$ cat src/rtl/lifo_stack.sv
// Parametrised LIFO stack with registered pop data, top-of-stack peek, occupancy and almost-full.
// Define LIFO_STACK_ERR_EN to compile in the sticky overflow/underflow flags and err_clr handling.
module lifo_stack #(
  parameter int WIDTH    = 8,
  parameter int DEPTH    = 8,
  parameter int AF_LEVEL = DEPTH - 1,
  localparam int CW      = $clog2(DEPTH + 1)
) (
  input  logic             clk,
  input  logic             rst,
  input  logic             push,
  input  logic             pop,
  input  logic [WIDTH-1:0] din,
  input  logic             err_clr,
  output logic [WIDTH-1:0] dout,
  output logic             dout_valid,
  output logic [WIDTH-1:0] top,
  output logic [CW-1:0]    count,
  output logic             empty,
  output logic             full,
  output logic             almost_full,
  output logic             overflow,
  output logic             underflow
);

  localparam int AW = (DEPTH > 1) ? $clog2(DEPTH) : 1;

  logic [WIDTH-1:0] mem [DEPTH];
  logic [CW-1:0]    cnt_m1;
  logic [CW-1:0]    cnt_m2;
  logic             do_replace;
  logic             do_push;
  logic             do_pop;
  logic             mem_we;
  logic [AW-1:0]    mem_waddr;

  assign empty       = (count == '0);
  assign full        = (count == CW'(DEPTH));
  assign almost_full = (count >= CW'(AF_LEVEL));

  assign cnt_m1 = count - CW'(1);
  assign cnt_m2 = count - CW'(2);

  // A push alongside a pop on an empty stack degrades to a plain push.
  assign do_replace = push && pop && !empty;
  assign do_push    = push && !do_replace && !full;
  assign do_pop     = pop && !push && !empty;

  assign mem_we    = do_replace || do_push;
  assign mem_waddr = do_replace ? cnt_m1[AW-1:0] : count[AW-1:0];

  always_ff @(posedge clk) begin
    if (!rst && mem_we) begin
      mem[mem_waddr] <= din;
    end
  end

  always_ff @(posedge clk) begin
    if (rst) begin
      count      <= '0;
      top        <= '0;
      dout       <= '0;
      dout_valid <= 1'b0;
    end else begin
      dout_valid <= 1'b0;
      if (do_replace) begin
        dout       <= top;
        dout_valid <= 1'b1;
        top        <= din;
      end else if (do_push) begin
        top   <= din;
        count <= count + CW'(1);
      end else if (do_pop) begin
        dout       <= top;
        dout_valid <= 1'b1;
        count      <= cnt_m1;
        // The entry below the current top becomes visible, or zero once drained.
        top        <= (count >= CW'(2)) ? mem[cnt_m2[AW-1:0]] : '0;
      end
    end
  end

`ifdef LIFO_STACK_ERR_EN
  logic ovf_evt;
  logic unf_evt;

  assign ovf_evt = push && !pop && full;
  assign unf_evt = pop && empty;

  // New errors win over a simultaneous clear.
  always_ff @(posedge clk) begin
    if (rst) begin
      overflow  <= 1'b0;
      underflow <= 1'b0;
    end else begin
      if (ovf_evt)      overflow <= 1'b1;
      else if (err_clr) overflow <= 1'b0;
      if (unf_evt)      underflow <= 1'b1;
      else if (err_clr) underflow <= 1'b0;
    end
  end
`else
  logic unused_err_clr;

  assign unused_err_clr = err_clr;
  assign overflow       = 1'b0;
  assign underflow      = 1'b0;
`endif

endmodule

$ cat config.mk
export PLATFORM = sky130hd
export DESIGN_NAME = lifo_stack
export DESIGN_NICKNAME = d
export VERILOG_FILES = /design/src/rtl/lifo_stack.sv
export SDC_FILE = /design/constraint.sdc
export NUM_CORES = 1
export LEC_CHECK = 0
export ABC_CLOCK_PERIOD_IN_PS = 6070
export BUFFER_PORTS_ARGS = -buffer_cell sky130_fd_sc_hd__buf_2
export CAP_MARGIN = 0
export CELL_PAD_IN_SITES_DETAIL_PLACEMENT = 1
export CELL_PAD_IN_SITES_GLOBAL_PLACEMENT = 2
export CORE_MARGIN = 10
export CORE_UTILIZATION = 35
export DETAILED_ROUTE_END_ITERATION = 8
export PLACE_DENSITY = 0.74
export SETUP_SLACK_MARGIN = 0.2
export SKIP_LAST_GASP = 1
export SYNTH_ARGS = -nofsm -noshare
export SYNTH_HDL_FRONTEND = slang
export SYNTH_SLANG_ARGS = --single-unit
$ cat constraint.sdc
create_clock -name clk -period 6.07 [get_ports clk]
set_clock_uncertainty 0.1 [all_clocks]
set_input_delay 1.5175 -clock clk [delete_from_list [all_inputs] [get_ports clk]]
set_output_delay 1.5175 -clock clk [all_outputs]
set_load 0.01 [all_outputs]
== Word level (Yosys, flattened, before mapping) ==
Memory sizes are Yosys's and may differ from the RTL's.
Cells that the tools add are included.

* Register bits after elaboration: 21
* Memory bits (writable): 64
* Input bits: 13
* Output and inout bits: 26
* Word-level logic and storage cells: 47
* Memories: 1

{| class="wikitable"
|+ Memory list
! name !! depth !! width !! rd ports !! clocked after Yosys merged registers in !! write ports !! RTL line !! RTL
|-
| mem || 8 || 8 || 1 || 0 || 1 || 28 || <nowiki>logic [WIDTH-1:0] mem [DEPTH];</nowiki>
|}

* Add/subtract/negate cells: 3
* $lt $le $gt $ge: 2
* Equality and inequality tests: 2
* Mux-type cells: 15
* Bitwise logic cells: 1
* Reduce and logical (&&, ||, !) cells: 19

{| class="wikitable"
|+ Operators by type and width
! cell !! count
|-
| 8-bit 2-to-1 mux || 7
|-
| 4-bit 2-to-1 mux || 2
|-
| 1-bit logical AND || 7
|-
| 1-bit zero test || 5
|-
| 1-bit 2-to-1 mux || 5
|-
| 4-bit by 1-bit adder with 4-bit output, second input constant || 1
|-
| 4-bit == test, second input constant || 1
|-
| 4-bit by 2-bit greater-or-equal comparator with 1-bit output, second input constant || 1
|-
| 4-bit by 3-bit greater-or-equal comparator with 1-bit output, second input constant || 1
|-
| 4-bit zero test || 1
|-
| 2-bit AND reduction || 2
|-
| 2-bit nonzero test || 2
|-
| 4-bit by 1-bit subtractor with 4-bit output, second input constant || 1
|-
| 3-bit 2-to-1 mux || 1
|-
| 3-bit nonzero test || 1
|-
| 3-bit by 2-bit subtractor with 3-bit output, second input constant || 1
|-
| 2-bit != test, second input constant || 1
|-
| 1-bit logical OR || 1
|-
| 1-bit inverter || 1
|}

== Depth between registers and ports, before layout ==
Gate-level depths: netlist of run 1.

* Word-level depth: 10
* Mapped depth: 9
* Gate-level depth less buffers: 6

== Least setup slack after synthesis of run 1 ==
No wires, ideal clock.

* Path kind: input to register
* Start: input push
* End: memory mem[0][0], enable pin
* Arrival time: 2.944 ns
* Slack: 2.642 ns
* Stages on the path: 5
* Buffers on the path: 1
* Path through: buf_1 nand2_1 o21ai_0 o31ai_1 nor3_1

* Longest elaborated chain between the ends: 9
* Elaborated cells between the ends (all ways): 10
* Classes of those cells: mux (3); reduce/logical (7)

{| class="wikitable"
|+ RTL lines
! item !! RTL line !! RTL
|-
| start: declaration || 11 || <nowiki>input logic push,</nowiki>
|-
| 1-bit logical AND (2 in series) || 45 || <nowiki>assign do_replace = push && pop && !empty;</nowiki>
|-
| 1-bit zero test || 46 || <nowiki>assign do_push = push && !do_replace && !full;</nowiki>
|-
| 1-bit logical AND (2 in series) || 46 ||
|-
| 1-bit logical OR || 49 || <nowiki>assign mem_we = do_replace || do_push;</nowiki>
|-
| 1-bit logical AND || 53 || <nowiki>if (!rst && mem_we) begin</nowiki>
|-
| 1-bit 2-to-1 mux || 53 ||
|-
| 1-bit 2-to-1 mux (not written as such) || 54 || <nowiki>mem[mem_waddr] <= din;</nowiki>
|-
| end: declaration || 28 ||
|}

Parallel ways exist; a longest one is shown, timed or not.

== Worst setup path after layout of run 1 ==
* Start: register count[0]
* End: output empty

* Longest elaborated chain between the ends: 1

{| class="wikitable"
|+ RTL lines
! item !! RTL line !! RTL
|-
| start: declaration || 18 || <nowiki>output logic [CW-1:0] count,</nowiki>
|-
| start signal: assignment || 72 || <nowiki>count <= count + CW'(1);</nowiki>
|-
| start signal: assignment || 76 || <nowiki>count <= cnt_m1;</nowiki>
|-
| 4-bit zero test || 37 || <nowiki>assign empty = (count == '0);</nowiki>
|-
| end: declaration || 19 || <nowiki>output logic empty,</nowiki>
|}

Every way passes these cells.

==> results of run 1 <==
-- placed cells by master, fill, tap and decap left out, types with 2 or more instances in the layout --
cell type / instances
conb_1: 2
buf_2: 35
and2_1: 2
o21ai_1: 3
mux2i_1: 6
nor3_1: 7
o21bai_1: 2
mux4_2: 7
clkinv_1: 3
nand3_1: 2
edfxtp_1: 64
a21oi_1: 19
o21ai_0: 7
a32oi_1: 8
clkbuf_8: 9
inv_1: 6
nand2_1: 19
mux2_2: 9
mux4_1: 9
dfxtp_1: 21
ha_1: 6
buf_4: 5
bufinv_16: 2
nor2_1: 8
nor3_2: 4
a211oi_1: 11
-- metrics by stage --
step           setup WS [ns]  hold WS, ns  cells
3_5_place_dp           2.022       0.3484    415
6_report               2.123       0.3563    431
3_3_place_gp           2.118       0.3388    415
4_1_cts                2.089       0.3596    431
5_1_grt                1.929       0.3827    431
2_1_floorplan          2.642       0.3805    256
-- power breakdown --
| part | switching [mW] | internal, mW |
|---|---|---|
| Clock | 0.196 | 0.229 |
| Combinational | 0.234 | 0.170 |
| Sequential | 0.0260 | 0.668 |
-- worst paths after layout --
path              startpoint        end  slack [ns]  depth (start not counted)
hold reg to reg      dout[0]    dout[0]        0.36                          2
hold / removal       dout[0]    dout[0]        0.36                          2
setup reg to reg    count[0]  mem[6][0]        2.44                          7
setup / recovery    count[0]      empty        2.12                          4
-- kinds of logic (layout without fill, tap and decap cells) --
| family | after synthesis | after routing |
|---|---|---|
| and+or+nand+nor | 48 | 48 |
| buffers and inverters | 23 | 62 |
| muxes | 31 | 31 |
| other | 1 | 2 |
| AOI/OAI and AO/OA | 60 | 60 |
| adders and majority gates | 6 | 6 |
| xor gates and xnor gates | 1 | 1 |
| DFF | 85 | 85 |
-- final cells by class --
class,count,area share (%)
Sequential cell,85,55.11
Multi-Input combinational cell,148,30.38
Timing Repair Buffer,40,5.004
Tap cell,136,4.004
Clock buffer,9,2.914
Clock inverter,7,2.061
Inverter,6,0.5299
-- sequential cells by signal, summed over array words and instances, names as in the netlist --
| name | cells |
|---|---|
| top | 8 |
| dout_valid | 1 |
| dout | 8 |
| mem | 64 |
| count | 4 |
-- worst min-delay path, cell delays in order (launching register included) --
cell and delay [ns]:
dfxtp_1 0.31, nand2_1 0.05, a21oi_1 0.05
-- cells in the mapped netlist, drive strengths merged --
| cell type | instances |
|---|---|
| a32oi | 8 |
| nand2 | 20 |
| ha | 6 |
| nor3 | 11 |
| clkbuf | 6 |
| or3 | 1 |
| inv | 6 |
| nor2b | 1 |
| o211ai | 1 |
| mux4 | 16 |
| a2111oi | 1 |
| edfxtp | 64 |
| mux2i | 6 |
| nand2b | 1 |
| a21oi | 19 |
| and3b | 1 |
| conb | 1 |
| o31a | 1 |
| o31ai | 1 |
| nand3 | 2 |
| a311oi | 1 |
| o21ai | 10 |
| nor3b | 1 |
| o21bai | 2 |
| and2 | 2 |
| a22oi | 1 |
| a22o | 1 |
| dfxtp | 21 |
| buf | 11 |
| a211oi | 11 |
| a21o | 1 |
| nor2 | 8 |
| o22a | 1 |
| xor2 | 1 |
| mux2 | 9 |
| a31oi | 1 |
-- routing by layer --
layer  GRT usage [%]  wire (µm)
met5               0          0
met4           2.838         68
met3           3.737        615
met2           18.51       4024
met1           14.85       3721
==> flow_summary.yaml, run 1 <==
synthesis:
  yosysWarnings: 0
  synth-simple-area-share_pct: 6.206
  syn_area_per_cell_um2: 14.63
  ys_ff_latch: 85
  yosys.area_share.adder_pct: 2.013
  synth_top_family_by_area: "multiplexers"
  synthMuxAreaShare_pct: 14.89
  synth_area_um2: 3730
  synth_compound_area_share_pct: 10.53
  synth_top_area_cell: "edfxtp_1"
  ys_seq_area_share_pct: 62.80
  yosys-top-cells-area: "edfxtp_1 52%, dfxtp_1 11%, mux4_1 6.3%"
  synth_cells: 255
  netlist.area_leader.share_pct: 51.53
  synthXorXnorAreaFrac_pct: 0.2348
  ys_types: 43
critical_path:
  required_ns: 4.45
  endpoint_kind: "output pin"
  worst-setup-path-type: "register to output pin"
  startpoint_type: "register"
  crit_buf_inv: 2
  max_stage_delay_ns: 0.48
  crit_chain: "inv_1 > ha_1 > nor3b_4 > buf_2"
  path_max_fanout: 12
  cp_slowest_cell: "nor3b_4"
  cp.arrival_ns: 2.33
  crit_family: "buffers and inverters"
cts:
  clock_latency_ns: 0.35
  cts_resized: 0
  cts_tree: "yes"
  htreeDepth: 3
  cts.sinks: 85
  path_clk_slew_ns: 0.08
  holdBufCountCts: 0
  clock-root-buffer: "clkbuf_8"
  numCtsBuffers: 9
  clk_path_buf_depth: 2
  postCtsSetupBuffers: 0
global_route:
  overflow: 0
  first_global_vias: 2345
  antenna_found_initial: 0
  grt_pass1_wl_um: 13340
  grtUsageTotal_pct: 11.56
  grt_max_degree: 27
timing:
  max_freq_ghz: 0.2534
  period_share_pct: 65.02
  finalHoldViolations: 0
  relSlewSlack_pct: 33.12
  report.final.slew_viol_count: 0
  finalCriticalPeriod_ns: 3.947
  tightest_slew_ns: 0.9956
  setup_violations: 0
  rsz0062_at_grt: "no"
  tns_ns: 0
power:
  p_per_area_nw_per_um2: 358.2
  peakVddDrop_v: 0.0001098
  fin_total_pwr_mw: 1.523
  total_leakage_power_nw: 1.472
route:
  drt-initial-drc-count: 133
  vias: 2291
  postRouteAntennaNets: 0
  dr.pass1.iters: 4
  wl_per_cell_um: 19.56
  drc: 0
  wl_um: 8429
  routed_via_density: 5.316
placed_design:
  post-dp-hpwl_um: 5711
  io_buffers: 35
  placed_area_um2: 4039
  place.gp.congestion: 0.6889
floorplan:
  ios: 39
  dieArea_um2: 15190
  die_w_um: 123.2
  row_count: 37
  core_um2: 10370
  start_util_pct: 35.97
  fp.dieH_um: 123.2
cells_and_area:
  seq_area_um2: 2342
  num_antenna_cells: 0
  multiInputGateArea_um2: 1291
  nNetsFinal: 309
  fillers: 1104
  drive_above_1_share_pct: 25.42
  final_util_pct: 40.99
  syn_to_final_growth_pct: 13.96
  fin_area_um2: 4250
min_path:
  hp-class: "register to register"
run_status:
  status: "finished clean"
run:
  drv_cap: 0
Power figures use the tool's default switching activity.
==> run 2: changes to the inputs <==
Settings changed: ABC_CLOCK_PERIOD_IN_PS 6070 to 3800.
Clock period 6.07 ns to 3.8 ns, I/O delays scaled along.
==> run 2 against run 1 <==
Non-clock buffer count up 7. Critical path depth is the same. Routed wire length increased by 0.49%. Critical endpoint unchanged. Setup slack worse by 1.5 ns.
==> flow_summary.yaml, run 2 (synthesized netlist as in run 1, its figures left out) <==
run_status:
  status: "finished clean"
min_path:
  hp-class: "register to register"
  hold_start: "dout[5]"
power:
  p_per_area_nw_per_um2: 550.7
  total_leakage_power_nw: 1.503
  peakVddDrop_v: 0.0002454
timing:
  report.final.slew_viol_count: 0
  tightest_slew_ns: 0.7435
  setup_violations: 0
  rsz0062_at_grt: "no"
  finalCriticalPeriod_ns: 3.152
  max_freq_ghz: 0.3172
  finalHoldViolations: 0
  tns_ns: 0
  relSlewSlack_pct: 50.10
  period_share_pct: 82.96
cts:
  postCtsSetupBuffers: 0
  holdBufCountCts: 0
  cts_tree: "yes"
  numCtsBuffers: 9
  path_clk_slew_ns: 0.08
  clock-root-buffer: "clkbuf_8"
  cts.sinks: 85
  cts_resized: 0
  clk_path_buf_depth: 2
  htreeDepth: 3
  clock_latency_ns: 0.35
route:
  vias: 2288
  wl_um: 8470
  drc: 0
  wl_per_cell_um: 19.34
  drt-initial-drc-count: 99
  routed_via_density: 5.224
  dr.pass1.iters: 4
  postRouteAntennaNets: 0
global_route:
  first_global_vias: 2324
  grtUsageTotal_pct: 11.54
  antenna_found_initial: 0
  grt_max_degree: 26
  overflow: 0
  grt_pass1_wl_um: 13250
cells_and_area:
  final_common_cell: "edfxtp_1"
  num_antenna_cells: 0
  top_regs: "mem x64, dout x8, top x8"
  syn_to_final_growth_pct: 13.99
  drive_above_1_share_pct: 26.82
  final_util_pct: 41.00
  fillers: 1084
  fin_cells: 438
  multiInputGateArea_um2: 1271
  regMostFlops: "mem"
  final_cell_mix: "64 x edfxtp_1, 35 x buf_2, 21 x dfxtp_1"
  largest_register_ffs: 64
  nNetsFinal: 316
  seq_area_um2: 2342
critical_path:
  startpoint_type: "register"
  path_max_fanout: 12
  endpoint_kind: "output pin"
  worst-setup-path-type: "register to output pin"
  critPathLaunch: "count[0]"
  required_ns: 2.75
  timing.rr.start: "count[0]"
  cp.arrival_ns: 2.10
floorplan:
  ios: 39
  fp.dieH_um: 123.2
  core_um2: 10370
  row_count: 37
  dieArea_um2: 15190
  start_util_pct: 35.97
  die_w_um: 123.2
placed_design:
  place_inst: 422
  place.gp.congestion: 0.6842
  post-dp-hpwl_um: 5690
  io_buffers: 35
run:
  drv_cap: 0
## run 2: cell type report
| cell class | instances | share of cell area [%] |
|---|---|---|
| clock inverters | 7 | 1.324 |
| repair buffers | 47 | 6.239 |
| inverters | 6 | 0.5297 |
| well taps | 136 | 4.002 |
| flip-flops and latches | 85 | 55.09 |
| multi-input cells | 148 | 29.90 |
| clock buffers | 9 | 2.913 |
## run 2: per-stage QoR
| step | power (mW) | hold slack (ns) | setup slack [ns] | cell area [µm²] |
|---|---|---|---|---|
| floorplan | 1.590 | 0.3805 | 0.7894 | 3734 |
| global route | 2.492 | 0.3838 | 0.4756 | 4252 |
| detailed placement | 1.783 | 0.3488 | 0.9175 | 4071 |
| global placement | 1.773 | 0.3388 | 0.9982 | 4071 |
| CTS | 2.381 | 0.3608 | 0.6023 | 4252 |
| finish | 2.341 | 0.3552 | 0.6477 | 4252 |
## run 2: power breakdown
group          switching, mW  internal, mW
Clock                  0.341         0.248
Combinational          0.376         0.279
Sequential            0.0320          1.07
## run 2: metal layers
layer / wire (µm) / part of all wire (%) / global-route usage [%]
met5: 0 / 0 / 0
met4: 27 / 0.32 / 3.202
met3: 506 / 6.0 / 3.464
met2: 4154 / 49 / 18.54
met1: 3783 / 45 / 14.82
## run 2: path summary, 6_finish.rpt
path               end  slack, ns  depth (start not counted)
min reg2reg    dout[5]       0.36                          2
min            dout[5]       0.36                          2
max              empty       0.65                          4
max reg2reg  mem[1][0]       0.95                          7
## run 2: worst max-delay path, stage by stage (launching register included)
cell and delay, ns:
dfxtp_1 0.31, inv_1 0.41, ha_1 0.38, nor3b_4 0.44
buf_2 0.22
